<file path="config.mk">
export PLATFORM = sky130hd
export DESIGN_NAME = vadd_fp16_seq
export DESIGN_NICKNAME = d
export VERILOG_FILES = /design/src/rtl/vadd_fp16_seq.sv
export SDC_FILE = /design/constraint.sdc
export NUM_CORES = 2
export LEC_CHECK = 0
export CORE_ASPECT_RATIO = 1.2
export CORE_MARGIN = 5
export CORE_UTILIZATION = 35
export DETAILED_ROUTE_END_ITERATION = 8
export DONT_BUFFER_PORTS = 1
export HOLD_SLACK_MARGIN = 0.1
export PLACE_DENSITY_LB_ADDON = 0.1
export SYNTH_ARGS = -nofsm -noshare
export SYNTH_HDL_FRONTEND = slang
export SYNTH_SLANG_ARGS = --single-unit
</file>
<file path="constraint.sdc">
create_clock -name clk -period 21.8 [get_ports clk]
set_input_delay 4.36 -clock clk [delete_from_list [all_inputs] [get_ports clk]]
set_output_delay 4.36 -clock clk [all_outputs]
set_load 0.03 [all_outputs]
</file>
<file path="src/rtl/vadd_fp16_seq.sv">
// vadd_fp16_seq: sequential FP16 vector adder.
// Two packed vectors of LANES half-precision operands are latched on start.
// One lane per clock is then evaluated through a single shared FP16 add
// datapath, and each result is written into a held result register.
// Optional feature macro: VADD_SUB_EN (adds the sub port; sub = 1 gives A-B).
// Ports:
//   clk      rising-edge clock
//   rst      synchronous, active-high reset
//   start    request, sampled only in IDLE
//   sub      operation select, latched with start (VADD_SUB_EN only)
//   Inval1   operand A vector, lane k = bits [16k+15:16k]
//   Inval2   operand B vector, same packing
//   SumV     result vector, held until the next start
//   Overflw  sticky OR of per-lane overflow for the current operation
//   busy     high while lanes are being evaluated
//   done     single-cycle pulse once SumV is complete
module vadd_fp16_seq #(
  parameter int LANES = 16,
  parameter int IDXW  = $clog2(LANES)
) (
  input  logic                  clk,
  input  logic                  rst,
  input  logic                  start,
`ifdef VADD_SUB_EN
  input  logic                  sub,
`endif
  input  logic [16*LANES-1:0]   Inval1,
  input  logic [16*LANES-1:0]   Inval2,
  output logic [16*LANES-1:0]   SumV,
  output logic                  Overflw,
  output logic                  busy,
  output logic                  done
);

  localparam logic [1:0] ST_IDLE = 2'd0;
  localparam logic [1:0] ST_RUN  = 2'd1;
  localparam logic [1:0] ST_DONE = 2'd2;

  localparam logic [IDXW-1:0] LAST_IDX = IDXW'(LANES - 1);

  // Single-lane FP16 add. Returns {overflow, result[15:0]}.
  function automatic logic [16:0] fp16_add(input logic [15:0] a, input logic [15:0] b);
    logic [15:0] x;
    logic [15:0] y;
    logic [14:0] mx;
    logic [14:0] my;
    logic [14:0] acc;
    logic [4:0]  d;
    logic [5:0]  e;
    logic [10:0] man;
    logic [11:0] rnd;
    logic        stk;
    logic [16:0] r;
    r   = 17'd0;
    x   = a;
    y   = b;
    acc = 15'd0;
    e   = 6'd0;
    man = 11'd0;
    rnd = 12'd0;
    stk = 1'b0;
    if (a[14:10] == 5'h1f) begin
      r = {1'b1, a[15], 5'h1f, 10'h000};
    end else if (b[14:10] == 5'h1f) begin
      r = {1'b1, b[15], 5'h1f, 10'h000};
    end else begin
      // x holds the larger magnitude; {exp,frac} compares as magnitude.
      if (a[14:0] >= b[14:0]) begin
        x = a;
        y = b;
      end else begin
        x = b;
        y = a;
      end
      mx = {1'b0, (x[14:10] != 5'd0), x[9:0], 3'b000};
      my = {1'b0, (y[14:10] != 5'd0), y[9:0], 3'b000};
      d  = x[14:10] - y[14:10];
      // Bits shifted out of the smaller significand collapse into bit 0.
      for (int i = 0; i < 15; i++) begin
        if (5'(i) < d) begin
          stk = stk | my[i];
        end else begin
          stk = stk;
        end
      end
      my = (my >> d) | {14'd0, stk};
      if (x[15] == y[15]) begin
        acc = mx + my;
      end else begin
        acc = mx - my;
      end
      e = {1'b0, x[14:10]};
      if (acc == 15'd0) begin
        r = 17'd0;
      end else begin
        if (acc[14]) begin
          acc = {1'b0, acc[14:2], acc[1] | acc[0]};
          e   = e + 6'd1;
        end else begin
          for (int i = 0; i < 14; i++) begin
            if (!acc[13] && (e != 6'd0)) begin
              acc = acc << 1;
              e   = e - 6'd1;
            end else begin
              acc = acc;
            end
          end
        end
        man = acc[13:3];
        if (acc[2]) begin
          rnd = {1'b0, man} + 12'd1;
          if (rnd[11]) begin
            man = rnd[11:1];
            e   = e + 6'd1;
          end else begin
            man = rnd[10:0];
          end
        end else begin
          man = man;
        end
        if (e >= 6'd31) begin
          r = {1'b1, x[15], 5'h1f, 10'h000};
        end else begin
          r = {1'b0, x[15], e[4:0], man[9:0]};
        end
      end
    end
    return r;
  endfunction

  logic [1:0]            state_r;
  logic [IDXW-1:0]       idx_r;
  logic [16*LANES-1:0]   a_r;
  logic [16*LANES-1:0]   b_r;
  logic [16*LANES-1:0]   sumv_r;
  logic                  ovf_r;
  logic                  busy_r;
  logic                  done_r;
  logic                  sub_r;
  logic [15:0]           a_lane_s;
  logic [15:0]           b_lane_s;
  logic [16:0]           res_s;

  // Select the current lane and evaluate it through the shared adder.
  always_comb begin
    a_lane_s = a_r[{idx_r, 4'b0000} +: 16];
    b_lane_s = b_r[{idx_r, 4'b0000} +: 16];
    b_lane_s[15] = b_lane_s[15] ^ sub_r;
    res_s = fp16_add(a_lane_s, b_lane_s);
  end

  // Control FSM, operand latches and held result registers.
  always_ff @(posedge clk) begin
    if (rst) begin
      state_r <= ST_IDLE;
      idx_r   <= '0;
      a_r     <= '0;
      b_r     <= '0;
      sub_r   <= 1'b0;
      sumv_r  <= '0;
      ovf_r   <= 1'b0;
      busy_r  <= 1'b0;
      done_r  <= 1'b0;
    end else begin
      case (state_r)
        ST_IDLE: begin
          done_r <= 1'b0;
          if (start) begin
            a_r     <= Inval1;
            b_r     <= Inval2;
`ifdef VADD_SUB_EN
            sub_r   <= sub;
`else
            sub_r   <= 1'b0;
`endif
            sumv_r  <= '0;
            ovf_r   <= 1'b0;
            idx_r   <= '0;
            busy_r  <= 1'b1;
            state_r <= ST_RUN;
          end
        end
        ST_RUN: begin
          sumv_r[{idx_r, 4'b0000} +: 16] <= res_s[15:0];
          ovf_r <= ovf_r | res_s[16];
          if (idx_r == LAST_IDX) begin
            busy_r  <= 1'b0;
            done_r  <= 1'b1;
            state_r <= ST_DONE;
          end else begin
            idx_r <= idx_r + {{(IDXW-1){1'b0}}, 1'b1};
          end
        end
        ST_DONE: begin
          done_r  <= 1'b0;
          state_r <= ST_IDLE;
        end
        default: begin
          busy_r  <= 1'b0;
          done_r  <= 1'b0;
          state_r <= ST_IDLE;
        end
      endcase
    end
  end

  assign SumV    = sumv_r;
  assign Overflw = ovf_r;
  assign busy    = busy_r;
  assign done    = done_r;

endmodule
</file>
======== Word level (Yosys, flattened, before mapping) ========
Cells that the tools add are included.
storage, ports and cells
  register bits ........................... 777
  input port bits ......................... 515
  word-level logic and storage cells ...... 334
cells by class
  add/sub/neg operators ................... 22
  magnitude comparators ................... 13
  equality and inequality tests ........... 9
  shifts and indexed selects .............. 5
  muxes and demuxes ....................... 209
  bitwise operators ....................... 16
  reduce and logical (&&, ||, !) cells .... 52
operators by type and width
  operator                                                                   number
  14-bit two-way mux                                                         70
  256-bit case mux with 2 select lines                                       1
  256-bit by 9-bit indexed part select with 16-bit output                    2
  6-bit two-way mux                                                          75
  256-bit bitwise mux                                                        1
  256-bit two-way mux                                                        1
  16-bit by 10-bit variable shift with 256-bit output, first input constant  1
  16-bit by 10-bit indexed part select with 256-bit output                   1
  16-bit two-way mux                                                         6
  6-bit nonzero test                                                         13
  6-bit by 1-bit subtractor with 6-bit output, second input constant         13
  17-bit two-way mux                                                         4
  15-bit two-way mux                                                         3
  1-bit two-way mux                                                          38
  4-bit by 5-bit < comparator with 1-bit output, first input constant        6
  3-bit by 5-bit < comparator with 1-bit output, first input constant        4
  10-bit two-way mux                                                         2
  14-bit by 15-bit adder with 15-bit output                                  1
  15-bit >= comparator                                                       1
  15-bit logical NOT                                                         1
  15-bit by 1-bit OR with 15-bit output                                      1
  14-bit by 5-bit right shift with 15-bit output                             1
  14-bit by 15-bit subtractor with 15-bit output                             1
  1-bit logical AND                                                          14
  other kinds (30)                                                           65

======== Logic depth before layout (Yosys ltp) ========
  word-level depth ........................ 167
  mapped depth ............................ 76
  depth with buffers taken out ............ 61

======== Least setup slack after synthesis ========
Ideal clock, no wire load.
  path kind ............................... flip-flop to flip-flop
  from .................................... register idx_r[0]
  to ...................................... register sumv_r[107], in the netlist SumV[107]
  setup time .............................. 0.130 ns
  data arrival time ....................... 15.671 ns
  required time ........................... 21.670 ns
  path slack .............................. 5.999 ns
  stages on the path, launching flop included .. 73
  path buffers ............................ 12
  period minus slack after synthesis ...... 15.801 ns
  cell sequence ........................... dfxtp_1 buf_6 buf_8 buf_6 buf_6 buf_6 buf_2 mux4_2 mux2i_1 nand2_1 o21ai_0 ha_1 nand4_1 nor3_1 nand3_1 nand3_1 clkbuf_1 clkbuf_1 [... 37 more ...] o211ai_2 xnor2_2 xnor2_2 nand3_1 a21oi_2 a21oi_1 a221o_1 o21ai_0 a211oi_1 or2_4 o211ai_1 nand3_2 ha_1 and3_1 o21a_1 nor3_1 clkbuf_1 o31ai_1
between the ends
  longest elaborated chain between the ends .. 167
  elaborated cells on any way between the ends .. 293
  those cells by class .................... add/sub (21); order compare (13); eq/ne (3); shift (5); mux (195); bitwise (12); reduce/logical (44)
RTL lines
  item                                                                            RTL line  text
  start, declared                                                                 132       logic [IDXW-1:0] idx_r;
  start signal, assigned                                                          191       idx_r <= idx_r + {{(IDXW-1){1'b0}}, 1'b1};
  parallel branches: the longest is 165 deep, another holds 15-bit >= comparator  n/a
  256-bit bitwise mux *                                                           184       sumv_r[{idx_r, 4'b0000} +: 16] <= res_s[15:0];
  256-bit case mux with 2 select lines *                                          165       case (state_r)
  end signal, assigned by index                                                   184
  end, declared                                                                   135       logic [16*LANES-1:0] sumv_r;
Every way passes the cells marked *. The select of a mux whose other input is x is not followed.
A chain may end at the register's enable or synchronous reset.

======== Worst setup path in the final report ========
  from .................................... register idx_r[0]
  to ...................................... register sumv_r[3], in the netlist SumV[3]
Same word-level chain as after synthesis.

==> metrics <==
status=finished, final reports clean; worst skew pair latency=0.71 ns; routability cong.=0.881; # hold bufs at CTS=0; Slew @ Worst Pin=1.27 ns; Async SR Flop Fraction=0%; Setup crit start=idx_r[0]$_SDFFE_PP0P_; Slew Limit Fails=0; global-route wire length before repair=226000 µm; Critical Path Source Type=register; total core area=0.110 mm²; dominant cells by area after synthesis=dfxtp_1, nand2_1, a21oi_1, mux4_2, clkbuf_1; post-route ant nets=0; Syn Area/Cell=8.11 µm²; Num CTS Buffers=85; final wirelength=156000 µm; DRC violations left=0; Via density=5.60; Hold Crit Class=register to register; die width=313 µm; Initial Utilization=35.3%; initial antenna violation count=28; area grow syn2layout=10.2%; Final period util=90.8%; CTS tree=yes; Vias=34131; minimum clock period=19.79 ns; CP endpoint=SumV[3]$_SDFFE_PP0P_; Reg-to-Reg Start=idx_r[0]$_SDFFE_PP0P_; Final Util=38.9%; worst reg2reg endpoint=SumV[3]$_SDFFE_PP0P_; HPWL Detailed=117000 µm; pre-CTS setup slack=1.91 ns; hold_ws=0.451 ns; overflow left after global routing=0; syn_nets=5332; WP data arrival=20.31 ns; flop-to-flop setup slack=2.01 ns; Worst Path Required=22.32 ns; buffers added on ports=0; chip height=374 µm; Synth Warn #=0; vias in the first global route=32952; slowest stage delay, CP=0.84 ns; R2R cell count=60; register bit total from synthesis=777; Routed WL per cell=25.6 µm; maximum clock rate=50.5 MHz; die area=0.117 mm²; I/O pin count=774; Top FF cell, synth=dfxtp_1; Post-Syn Area=0.0387 mm²; root buffer cell=clkbuf_16; CTS H-tree depth=3; largest net degree at the start of global routing=549; register area share after synthesis=40.2%; EDFF count, synth=0; Final Hold Vio Count=0; share of the synthesized area in the top cell type=40.2%; DR iter-0 viols=2736; Max Cap Violations=0; Clock Tree Buf Depth=3; CP max FO=64; nets=5153; Reg clk slew, reported paths=0.06 ns; Crit-path slowest cell=o21ai_1; GRT Util Overall=25.3%; most frequent cells in the layout=nand2_1, dfxtp_1, a21oi_1; RSZ-0062 raised after global routing=false; total negative slack=0 ns; relative slew slack=15.7%; DRT Pass-1 Iters=5; Rows=133; final clock skew=0.0534 ns; Synth area leader=dfxtp_1; cells after synthesis=4769; layout cells sized above 1=10.2%; HP Start=a_r[119]$_SDFFE_PP0P_; clock tree sinks=777; # setup viols final=0; crit path kind=register to register; Synth cell types=123; most common cell after layout, fill and taps aside=nand2_1; crit end category=register; setup ws final=2.01 ns
## logic make-up (layout without fill, tap and decap cells)
logic type	after synthesis	count (layout)	share of synthesized area [%]
compound gates	1316	1316	21.2
buf+inv	395	285	4.33
flops	777	777	40.2
simple gates	1969	1969	21.4
mux	224	224	10.3
other cells	0	14	0
xor+xnor	40	40	0.983
fa+ha+maj	48	48	1.57
## flip-flops by register name, indices dropped and copies added, names as in the netlist
signal   flops
b_r        256
busy         1
a_r        256
SumV       256
done         1
state_r      2
Overflw      1
idx_r        4
## worst min-delay path by stage
stage	to	slack, ns	depth (start not counted)
4_1_cts	a_r[230]$_SDFFE_PP0P_	0.45	2
3_5_place_dp	a_r[230]$_SDFFE_PP0P_	0.44	2
5_1_grt	a_r[22]$_SDFFE_PP0P_	0.46	2
6_report	a_r[119]$_SDFFE_PP0P_	0.45	2
3_3_place_gp	a_r[49]$_SDFFE_PP0P_	0.44	2
2_1_floorplan	b_r[150]$_SDFFE_PP0P_	0.43	2
## Yosys cell counts, drive strengths merged, types with 7 or more instances
master	n
clkbuf	243
o21a	10
or3	17
nor4	13
nor2	195
a22oi	38
nor2b	20
buf	80
a2bb2oi	10
o21ai	265
a21oi	623
xnor2	26
nand4	18
o22ai	14
a22o	46
nor3	48
dfxtp	777
and3	22
and4	11
nor3b	7
a211oi	19
a221oi	17
and2	27
o21bai	12
a21o	26
mux2	32
mux2i	57
or2	20
a31oi	52
nand2	1435
nand2b	24
inv	71
mux4	135
a211o	9
xor2	14
o31ai	62
o32ai	8
nand3	87
a2111oi	7
o211ai	21
ha	47
## per-layer routing
metal / share of wire [%] / vias to the layer above / track usage, %
li1: - / 16404 / -
met1: 40 / 16561 / 29.9
met2: 51 / 959 / 44.9
met3: 7.0 / 181 / 6.93
met4: 2.6 / 26 / 7.28
met5: 0.14 / - / 0
## critical path: cells and delay by family (launching register included)
| kind | cells | cell delay (ns) |
|---|---|---|
| flops | 1 | 0.81 |
| xor+xnor | 1 | 0.19 |
| compound gates | 28 | 8.30 |
| buf+inv | 5 | 1.33 |
| simple gates | 18 | 4.83 |
| fa+ha+maj | 5 | 2.29 |
| mux | 3 | 1.59 |
## through the flow
stage          cell area [µm²]  std cells
2_1_floorplan            38700       4769
3_3_place_gp             39600       5918
3_5_place_dp             39600       5918
4_1_cts                  42500       6074
5_1_grt                  42600       6082
6_report                 42600       6090
## cell type report
type                            instances  area, µm²
Clock inverter                         31        415
Multi-Input combinational cell       3597      21500
Sequential cell                       777      15600
Clock buffer                          125       2540
Timing Repair Buffer                   57        531
Antenna cell                           14       35.0
Inverter                               72        270
Tap cell                             1417       1770
Fill cell                           11447      67000
## what timing repair did
item	CTS	global route
setup endpoints to repair	0	1
resized for setup	0	1
setup buffers	0	0
Power is left out: the tool's default activity adds up to more than one toggle a clock period on the data nets, which glitch-free logic cannot reach.
